### config.mk
export PLATFORM = sky130hd
export DESIGN_NAME = sweep_sequencer
export DESIGN_NICKNAME = d
export VERILOG_FILES = /design/src/rtl/sweep_sequencer.sv
export SDC_FILE = /design/constraint.sdc
export NUM_CORES = 1
export LEC_CHECK = 0
export BUFFER_PORTS_ARGS = -buffer_cell sky130_fd_sc_hd__buf_2
export CELL_PAD_IN_SITES_DETAIL_PLACEMENT = 0
export CELL_PAD_IN_SITES_GLOBAL_PLACEMENT = 1
export CORE_MARGIN = 4
export CORE_UTILIZATION = 35
export CTS_CLUSTER_SIZE = 16
export DETAILED_ROUTE_END_ITERATION = 8
export PLACE_DENSITY = 0.7
export RECOVER_POWER = 100
export SLEW_MARGIN = 20
export SYNTH_ARGS = -nofsm -noshare
export SYNTH_HDL_FRONTEND = slang
export SYNTH_SLANG_ARGS = --single-unit
### constraint.sdc
create_clock -name aclk -period 10.3 [get_ports aclk]
set_clock_uncertainty 0.1 [all_clocks]
set_input_delay 0.515 -clock aclk [delete_from_list [all_inputs] [get_ports aclk]]
set_output_delay 0.515 -clock aclk [all_outputs]
set_load 0.05 [all_outputs]
### src/rtl/sweep_sequencer.sv
// ---------------------------------------------------------------------------------------------
// sweep_sequencer
//
// Per-point measurement scheduler for the VNA sweep. For every frequency point it pulses a step
// request to the source, waits a programmable settle time, opens the shared I/Q accumulators for
// a programmed integration window, waits for the accumulators to drain, captures their totals
// and offers them downstream on a valid/ready handshake. The next point only starts once the
// current result has been accepted, so points never overlap.
//
// Ports
//   aclk, rst                 clock (rising edge) and asynchronous active-high reset
//   cfg_start / cfg_abort     start pulse (IDLE only) and abort (any state, wins over all else)
//   cfg_num_points            points per sweep (0 gives an empty sweep that just reports done)
//   cfg_settle_cycles         settle wait after each step pulse (0 skips the settle phase)
//   cfg_int_cycles            acc_enable high cycles per point (0 is treated as 1)
//   step_out                  one-cycle pulse: advance the source to the next frequency
//   acc_enable                accumulator enable, high for exactly the integration window
//   acc_i/q_value, acc_count  accumulator totals, sampled on the last drain cycle
//   res_i/q, res_count        captured totals, held until accepted and after that until the
//                             next capture (abort leaves them untouched)
//   res_index                 0-based point index of the captured result
//   res_valid / res_ready     result handshake
//   busy                      high in every state except IDLE
//   sweep_done                one-cycle pulse after the last result has been accepted
//
// All control outputs are registered from the next state, so they change only on clock edges
// and are glitch-free towards the source and accumulators.
// DRAIN_CYCLES must be at least 1.
// ---------------------------------------------------------------------------------------------
module sweep_sequencer #(
  parameter int unsigned DRAIN_CYCLES = 3,
  parameter int unsigned IDX_W        = 16
) (
  input  logic             aclk,
  input  logic             rst,
  input  logic             cfg_start,
  input  logic             cfg_abort,
  input  logic [IDX_W-1:0] cfg_num_points,
  input  logic [31:0]      cfg_settle_cycles,
  input  logic [31:0]      cfg_int_cycles,
  output logic             step_out,
  output logic             acc_enable,
  input  logic [63:0]      acc_i_value,
  input  logic [63:0]      acc_q_value,
  input  logic [31:0]      acc_count,
  output logic [63:0]      res_i,
  output logic [63:0]      res_q,
  output logic [31:0]      res_count,
  output logic [IDX_W-1:0] res_index,
  output logic             res_valid,
  input  logic             res_ready,
  output logic             busy,
  output logic             sweep_done
);

  localparam logic [31:0] DrainLast = 32'(DRAIN_CYCLES - 1);

  typedef enum logic [2:0] {
    StIdle      = 3'd0,
    StStep      = 3'd1,
    StSettle    = 3'd2,
    StIntegrate = 3'd3,
    StDrain     = 3'd4,
    StOutput    = 3'd5,
    StDone      = 3'd6
  } state_e;

  state_e r_state;
  state_e w_state_nxt;

  // Latched sweep configuration
  logic [IDX_W-1:0] r_num;
  logic [31:0]      r_settle;
  logic [31:0]      r_int;

  // Shared phase counter and point index
  logic [31:0]      r_cnt;
  logic [31:0]      w_cnt_nxt;
  logic [IDX_W-1:0] r_idx;
  logic [IDX_W-1:0] w_idx_nxt;

  // Registered outputs
  logic             r_step;
  logic             r_acc_en;
  logic             r_busy;
  logic             r_done;
  logic             r_res_valid;
  logic [63:0]      r_res_i;
  logic [63:0]      r_res_q;
  logic [31:0]      r_res_count;
  logic [IDX_W-1:0] r_res_index;

  logic             w_latch;
  logic             w_capture;
  logic [31:0]      w_int_eff;
  logic             w_settle_last;
  logic             w_int_last;
  logic             w_drain_last;
  logic [IDX_W:0]   w_idx_inc;
  logic             w_more_points;

  assign w_int_eff     = (cfg_int_cycles == 32'd0) ? 32'd1 : cfg_int_cycles;
  // Each phase counts 0 .. length-1; the counter is cleared on every phase entry.
  assign w_settle_last = (r_cnt == (r_settle - 32'd1));
  assign w_int_last    = (r_cnt == (r_int - 32'd1));
  assign w_drain_last  = (r_cnt == DrainLast);
  // One extra bit so index+1 cannot wrap before the compare.
  assign w_idx_inc     = {1'b0, r_idx} + {{IDX_W{1'b0}}, 1'b1};
  assign w_more_points = (w_idx_inc < {1'b0, r_num});

  // ---------------------------------------------------------------------------------------------
  // Next-state logic
  // ---------------------------------------------------------------------------------------------
  always_comb begin
    w_state_nxt = r_state;
    w_cnt_nxt   = r_cnt;
    w_idx_nxt   = r_idx;
    w_latch     = 1'b0;
    w_capture   = 1'b0;

    if (cfg_abort) begin
      // Abort beats start and the result handshake in the same cycle.
      w_state_nxt = StIdle;
      w_cnt_nxt   = 32'd0;
    end else begin
      case (r_state)
        StIdle: begin
          if (cfg_start) begin
            w_latch   = 1'b1;
            w_cnt_nxt = 32'd0;
            w_idx_nxt = '0;
            if (cfg_num_points == '0) begin
              w_state_nxt = StDone;
            end else begin
              w_state_nxt = StStep;
            end
          end
        end

        StStep: begin
          w_cnt_nxt = 32'd0;
          if (r_settle == 32'd0) begin
            w_state_nxt = StIntegrate;
          end else begin
            w_state_nxt = StSettle;
          end
        end

        StSettle: begin
          if (w_settle_last) begin
            w_state_nxt = StIntegrate;
            w_cnt_nxt   = 32'd0;
          end else begin
            w_cnt_nxt = r_cnt + 32'd1;
          end
        end

        StIntegrate: begin
          if (w_int_last) begin
            w_state_nxt = StDrain;
            w_cnt_nxt   = 32'd0;
          end else begin
            w_cnt_nxt = r_cnt + 32'd1;
          end
        end

        StDrain: begin
          if (w_drain_last) begin
            w_state_nxt = StOutput;
            w_cnt_nxt   = 32'd0;
            w_capture   = 1'b1;
          end else begin
            w_cnt_nxt = r_cnt + 32'd1;
          end
        end

        StOutput: begin
          // res_valid is always high in this state, so res_ready alone completes the handshake.
          if (res_ready) begin
            if (w_more_points) begin
              w_idx_nxt   = w_idx_inc[IDX_W-1:0];
              w_state_nxt = StStep;
            end else begin
              w_state_nxt = StDone;
            end
          end
        end

        StDone: begin
          w_state_nxt = StIdle;
        end

        default: begin
          w_state_nxt = StIdle;
          w_cnt_nxt   = 32'd0;
        end
      endcase
    end
  end

  // ---------------------------------------------------------------------------------------------
  // State, counters and latched configuration
  // ---------------------------------------------------------------------------------------------
  always_ff @(posedge aclk or posedge rst) begin
    if (rst) begin
      r_state <= StIdle;
      r_cnt   <= 32'd0;
      r_idx   <= '0;
    end else begin
      r_state <= w_state_nxt;
      r_cnt   <= w_cnt_nxt;
      r_idx   <= w_idx_nxt;
    end
  end

  always_ff @(posedge aclk or posedge rst) begin
    if (rst) begin
      r_num    <= '0;
      r_settle <= 32'd0;
      r_int    <= 32'd0;
    end else if (w_latch) begin
      r_num    <= cfg_num_points;
      r_settle <= cfg_settle_cycles;
      r_int    <= w_int_eff;
    end
  end

  // ---------------------------------------------------------------------------------------------
  // Result capture: data is only written on the last drain edge, so it survives abort and
  // stays frozen while downstream stalls.
  // ---------------------------------------------------------------------------------------------
  always_ff @(posedge aclk or posedge rst) begin
    if (rst) begin
      r_res_i     <= 64'd0;
      r_res_q     <= 64'd0;
      r_res_count <= 32'd0;
      r_res_index <= '0;
    end else if (w_capture) begin
      r_res_i     <= acc_i_value;
      r_res_q     <= acc_q_value;
      r_res_count <= acc_count;
      r_res_index <= r_idx;
    end
  end

  // ---------------------------------------------------------------------------------------------
  // Moore outputs, registered from the next state
  // ---------------------------------------------------------------------------------------------
  always_ff @(posedge aclk or posedge rst) begin
    if (rst) begin
      r_step      <= 1'b0;
      r_acc_en    <= 1'b0;
      r_busy      <= 1'b0;
      r_done      <= 1'b0;
      r_res_valid <= 1'b0;
    end else begin
      r_step      <= (w_state_nxt == StStep);
      r_acc_en    <= (w_state_nxt == StIntegrate);
      r_busy      <= (w_state_nxt != StIdle);
      r_done      <= (w_state_nxt == StDone);
      r_res_valid <= (w_state_nxt == StOutput);
    end
  end

  assign step_out   = r_step;
  assign acc_enable = r_acc_en;
  assign busy       = r_busy;
  assign sweep_done = r_done;
  assign res_valid  = r_res_valid;
  assign res_i      = r_res_i;
  assign res_q      = r_res_q;
  assign res_count  = r_res_count;
  assign res_index  = r_res_index;

endmodule

==> impl_metrics.tcl, run 1 <==
set metrics [dict create \
    outcome "complete, but fails checks" \
    violations "capacitance limit, slew limit" \
    path_class "flop to flop" \
    h-tree-depth 2 \
    critical-path-slowest-cell "clkbuf_2" \
    cts_tree "yes" \
    fillers 4248 \
    synth_edf_count 0 \
    dr.first_iter.drc_count 628 \
    ys_types 68 \
    cp_common_cell "nor4_1" \
    period_needed_ns 5.73 \
    syn_avg_cell_area_sq_um 11.4 \
    syn_to_final_growth_pct 23.3 \
    critical_path.max_fanout 176 \
    dieArea_sq_mm 0.0477 \
    viasPerCell 5.22 \
    post-cts-setup-buffers 0 \
    yosys_warnings 0 \
    cts-hold-fix-buffers 0 \
    reg2reg_slack_ns 4.57 \
    slew_violations 400 \
    maxCapViolCount 4 \
    cp.arrival_ns 6.10 \
    cts.clk_slew.worst_paths_ns 0.06 \
    final.setup.tns_ns 0 \
    rows 76 \
    async_flop_share_pct 100 \
    synth-main-ff-cell "dfrtp_1" \
    ant_nets 0 \
    syn_area_sq_mm 0.0155 \
    dr.pass1.iters 5 \
    cts_root_buffer "clkbuf_16" \
    grt_pass1_vias 12600 \
    critPathTopFamily "buffers and inverters" \
    clk_latency_ns 0.55 \
    synth_top_area_cell "dfrtp_1" \
    fmax_mhz 175 \
    clock_path_buffers 3 \
    cp_data_required_time_ns 10.67 \
    clkSinkCount 312 \
    initial_utilization_pct 35.7 \
    path_cells "nor4_1 > nand4_1 > nor4_1 > clkbuf_2 > mux2_2" \
    rsz0062_at_grt "no" \
    cp-start-kind "flop" \
    place_congestion 0.853 \
    crit_buf_inv 1 \
    coreArea_sq_mm 0.0434 \
    netlist_instances 1360 \
    synthMuxAreaShare_pct 18.7 \
    grt_pass1_wl_microns 74500 \
    hold_viol 0 \
    fin_nets 2011 \
    period_share_pct 55.6 \
    totalWireLength_microns 48800 \
    num_io_pins 426 \
    die_h_microns 218 \
    post_cts_resized 0 \
    fp.dieW_microns 218 \
    hp-class "input pin to flop" \
    grt_overflow 0 \
    ys_ff_latch 312 \
    grt_max_degree 177 \
    hpwlAfterDp_microns 37100 \
    wl_per_cell_microns 20.7 \
    synthXorXnorAreaFrac_pct 5.66 \
    antenna_found_initial 16 \
    endpoint_kind "flop" \
    drive_gt1_share_pct 33.0 \
    syn_nets 1625 \
    slew_headroom_pct -210 \
    ys_top_cells_by_area "dfrtp_1 50%, mux2_2 19%, xor2_1 2.9%" \
    final_cell_count_no_fill 2365 \
    finalSetupViolations 0 \
    port_buffers 425 \
    synthSimpleGateAreaFrac_pct 13.0 \
    synth_top_area_share_pct 50.4 \
    grt_usage_pct 20.0 \
    max_stage_delay_ns 2.92 \
    worst_pin_slew_ns 4.62 \
    drc 0 \
    via_count 12300 \
    yosysSeqAreaShare_pct 50.4 \
    synth_compound_area_share_pct 7.34 \
    power_leakage_nw 8.62 \
    cts_buffers 38 \
    synth_top_family_by_area "multiplexers" \
    irDropWorstVdd_mv 0.122 \
    power.density_mw_per_mm2 180 \
    synth_fa_ha_area_share_pct 1.62 \
    dp.cells 2291 \
]
cells in the mapped netlist, drive strengths merged (4+ instances only):
master   number
nand3        39
xor2         51
o31a          4
clkbuf       77
mux2        256
nor3         36
a2111oi       4
dfrtp       312
buf          11
or3           9
nand4        24
nand2        73
o21ai        28
o211ai        5
or4          10
xnor2        49
and3         25
inv          37
nor2         63
and4          7
nand2b       15
nor2b         8
nor4         42
o22ai        10
a21o          8
a21oi        18
nor4b         4
and2          8
o21a          5
ha           20
a31oi        54
path summary, 6_finish.rpt:
path | start | endpoint | depth (start not counted)
worst min-delay path | acc_count[25] | res_count[25]$_DFFE_PP0P_ | 2
max in group asynchronous | rst | r_int[17]$_DFFE_PP0P_ | 4
min in group asynchronous | rst | res_i[19]$_DFFE_PP0P_ | 2
worst max register to register | r_cnt[6]$_DFFE_PP0P_ | res_q[3]$_DFFE_PP0P_ | 5
worst max-delay path | r_cnt[6]$_DFFE_PP0P_ | res_q[3]$_DFFE_PP0P_ | 5
worst min register to register | res_q[53]$_DFFE_PP0P_ | res_q[53]$_DFFE_PP0P_ | 1
through the flow:
| stage | hold slack, ns | total power (W) | setup WS, ns | area [sq um] | util (%) |
|---|---|---|---|---|---|
| floorplan | 0.374 | 0.00192 | 1.06 | 15500 | - |
| global placement | 0.383 | 0.00211 | 5.97 | 18100 | 41.7 |
| detailed placement | 0.389 | 0.00212 | 5.89 | 18100 | 41.7 |
| CTS | 0.0168 | 0.00349 | 5.84 | 19300 | 44.6 |
| global route | 0.0689 | 0.00361 | 4.01 | 19100 | 44.0 |
| finish | 0.0929 | 0.00344 | 4.57 | 19100 | 44.0 |
worst reg2reg max path, delay by kind of cell (launching register included):
kind	cells	cell delay, ns
and+or+nand+nor	3	1.00
DFF	1	0.61
buffers and inverters	1	2.92
muxes	1	1.03
sequential cells by signal (all words and copies together), names as in the netlist, 32 cells and up:
signal / cells
res_count: 32
r_settle: 32
r_int: 32
res_q: 64
r_cnt: 32
res_i: 64
logic make-up after synthesis:
group                      count (synthesis)
AOI/OAI and AO/OA                        169
xor gates and xnor gates                 100
adders and majority gates                 20
buffers and inverters                    125
DFF                                      312
muxes                                    258
and+or+nand+nor                          376
power breakdown:
group | leakage, nW | switching [W] | internal [W] | total, W
combinational | 4.00 | 0.000368 | 0.000246 | 0.000614
sequential | 4.00 | 0.000137 | 0.00134 | 0.00148
clock | 0.618 | 0.000542 | 0.000805 | 0.00135
placed cells by master, fill, tap and decap left out, types with 9 or more instances in the layout:
cell,netlist,final
dfrtp_1,312,312
mux2_2,256,255
buf_2,4,244
clkbuf_1,76,188
nand2_1,73,73
nor2_1,63,63
a31oi_1,54,54
xor2_1,51,51
xnor2_1,49,49
nor4_1,41,41
nand3_1,39,39
clkbuf_16,0,39
nor3_1,36,36
inv_1,37,36
o21ai_0,26,26
and3_1,25,25
nand4_1,24,24
ha_1,20,20
a21oi_1,18,17
nand2b_1,15,15
o22ai_1,10,10
or3_1,9,9
routing by layer:
metal | wire length [microns] | global-route usage [%] | share of wire [%]
met4 | 1720 | 7.56 | 3.5
met3 | 3810 | 6.24 | 7.8
met2 | 22700 | 31.3 | 47
met5 | 63 | 0 | 0.13
met1 | 20500 | 26.0 | 42
cell type report:
cell class | count | area [sq um] | share of cell area (%)
antenna | 8 | 20.0 | 0.105
clock buffer | 51 | 1100 | 5.77
clock inverter | 15 | 159 | 0.832
inverter | 37 | 140 | 0.734
multi-input combinational | 923 | 7180 | 37.6
sequential | 312 | 7810 | 40.9
tap | 585 | 732 | 3.83
timing repair buffer | 434 | 1950 | 10.2
No activity file was read; power rests on OpenSTA's default activity.
==> run 2, diff against run 1 <==
--- a/config.mk
+++ b/config.mk
@@ -12,7 +12,7 @@
 export CORE_UTILIZATION = 35
 export CTS_CLUSTER_SIZE = 16
 export DETAILED_ROUTE_END_ITERATION = 8
-export PLACE_DENSITY = 0.7
+export PLACE_DENSITY = 0.73
 export RECOVER_POWER = 100
 export SLEW_MARGIN = 20
 export SYNTH_ARGS = -nofsm -noshare
==> constraint.sdc (replaced) <==
create_clock -name aclk -period 5.1 [get_ports aclk]
set_clock_uncertainty 0.1 [all_clocks]
set_input_delay 0.255 -clock aclk [delete_from_list [all_inputs] [get_ports aclk]]
set_output_delay 0.255 -clock aclk [all_outputs]
set_load 0.05 [all_outputs]
==> impl_metrics.tcl, run 2 (synthesis results as in run 1) <==
set metrics [dict create \
    power.density_mw_per_mm2 325 \
    reg2reg_depth 5 \
    reg2reg_from "r_cnt[6]$_DFFE_PP0P_" \
    critical-path-slowest-cell "buf_2" \
    via_count 13400 \
    port_buffers 425 \
    post_cts_resized 0 \
    final.setup.tns_ns 0 \
    viasPerCell 5.14 \
    syn_to_final_growth_pct 38.7 \
    cp-start-kind "flop" \
    clk_latency_ns 0.54 \
    cp_data_required_time_ns 5.41 \
    ant_nets 0 \
    cts.clk_slew.worst_paths_ns 0.06 \
    dr.pass1.iters 4 \
    clock_path_buffers 3 \
    final_common_cell "dfrtp_1" \
    worst_pin_slew_ns 3.14 \
    endpoint_kind "flop" \
    fmax_mhz 225 \
    place_congestion 0.902 \
    h-tree-depth 2 \
    regToRegEndpoint "res_q[1]$_DFFE_PP0P_" \
    antenna_found_initial 5 \
    num_io_pins 426 \
    cp_common_cell "nor4_1" \
    irDropWorstVdd_mv 0.250 \
    outcome "complete, but fails checks" \
    grt_usage_pct 21.1 \
    dp_slack_ns 0.750 \
    fp.dieW_microns 218 \
    die_h_microns 218 \
    design_area_sq_mm 0.0215 \
    hp-class "input pin to flop" \
    wl_per_cell_microns 19.7 \
    layout_common_cells "312 x dfrtp_1, 254 x mux2_2, 246 x buf_2" \
    critical_path.max_fanout 94 \
    hp-start "cfg_abort" \
    path_cells "nor4_1 > nand4_1 > nor4_1 > buf_2 > mux2_2" \
    cts_root_buffer "clkbuf_16" \
    whs_endpoint "busy$_DFF_PP0_" \
    cts_tree "yes" \
    initial_utilization_pct 35.7 \
    grt_pass1_wl_microns 80500 \
    rows 76 \
    path_class "flop to flop" \
    slew_headroom_pct -109 \
    hpwlAfterDp_microns 36300 \
    clkSinkCount 312 \
    max_stage_delay_ns 1.62 \
    period_needed_ns 4.45 \
    cts_buffers 37 \
    drive_gt1_share_pct 28.9 \
    coreArea_sq_mm 0.0434 \
    maxCapViolCount 5 \
    dr.first_iter.drc_count 806 \
    post-cts-setup-buffers 0 \
    reg2reg_slack_ns 0.65 \
    whs_path_depth 3 \
    dieArea_sq_mm 0.0477 \
    rsz0062_at_grt "no" \
    cp.arrival_ns 4.75 \
    grt_overflow 0 \
    power_leakage_nw 9.63 \
    cts-hold-fix-buffers 241 \
    grt_max_degree 148 \
    finalSetupViolations 0 \
    totalWireLength_microns 51500 \
    fin_nets 2256 \
    slew_violations 393 \
    drc 0 \
    placed_area_sq_mm 0.0182 \
    violations "capacitance limit, slew limit" \
    period_share_pct 87.2 \
    setup_ws_ns 0.653 \
    hold_viol 0 \
    grt_pass1_vias 14000 \
]
run 2: cell types whose count changed in the layout (fill, tap and decap cells not counted), sizes merged:
| cell | before | now |
|---|---|---|
| clkinv | 7 | 13 |
| inv | 39 | 37 |
| diode | 8 | 5 |
| buf | 249 | 253 |
| dlygate4sd3 | 0 | 241 |
| clkbuf | 236 | 237 |
| clkinvlp | 4 | 1 |
run 2: stage by stage:
| step | utilization, % | cells | total power, W | hold slack [ns] |
|---|---|---|---|---|
| finish | 49.5 | 2609 | 0.00698 | 0.0762 |
| global route | 49.5 | 2608 | 0.00732 | 0.0789 |
| CTS | 50.2 | 2603 | 0.00708 | 0.0577 |
| detailed placement | 41.9 | 2295 | 0.00428 | 0.390 |
| global placement | 41.9 | 2295 | 0.00425 | 0.385 |
| floorplan | - | 1360 | 0.00387 | 0.306 |
run 2: worst max-delay path by stage:
stage,start,end,slack (ns),depth (start not counted)
after floorplan,rst,acc_enable$_DFF_PP0_,0.59,1
after CTS,r_idx[0]$_DFFE_PP0P_,r_idx[13]$_DFFE_PP0P_,0.70,15
after detailed placement,r_idx[0]$_DFFE_PP0P_,r_idx[13]$_DFFE_PP0P_,0.75,15
final,r_cnt[6]$_DFFE_PP0P_,res_q[1]$_DFFE_PP0P_,0.65,5
after global placement,r_idx[0]$_DFFE_PP0P_,r_idx[11]$_DFFE_PP0P_,0.81,15
after global routing,r_int[0]$_DFFE_PP0P_,r_cnt[30]$_DFFE_PP0P_,0.27,14
run 2: cell type report:
cell class,count,area (sq um)
diodes,5,12.5
well taps,585,732
flip-flops and latches,312,7810
repair buffers,680,4410
fillers,3990,21900
inverters,37,140
clock buffers,51,1020
clock inverters,16,168
multi-input cells,923,7180
run 2: critical path, delay by kind of cell (launching register included):
kind,cells,cell delay (ns)
multiplexers,1,0.47
flip-flops,1,0.61
buffers and inverters,1,1.62
AND/OR/NAND/NOR,3,1.45
run 2: per-layer routing:
metal	vias up	part of all wire (%)	track usage [%]
met5	-	0	0
met4	0	4.4	8.64
met3	122	6.1	4.59
met2	480	48	35.2
met1	6591	41	26.8
li1	6214	-	-
run 2: report_power, final:
group	switching (W)	leakage [nW]	internal [W]
clock network	0.00108	0.587	0.00151
registers	0.000273	4.00	0.00270
logic	0.000789	5.04	0.000618
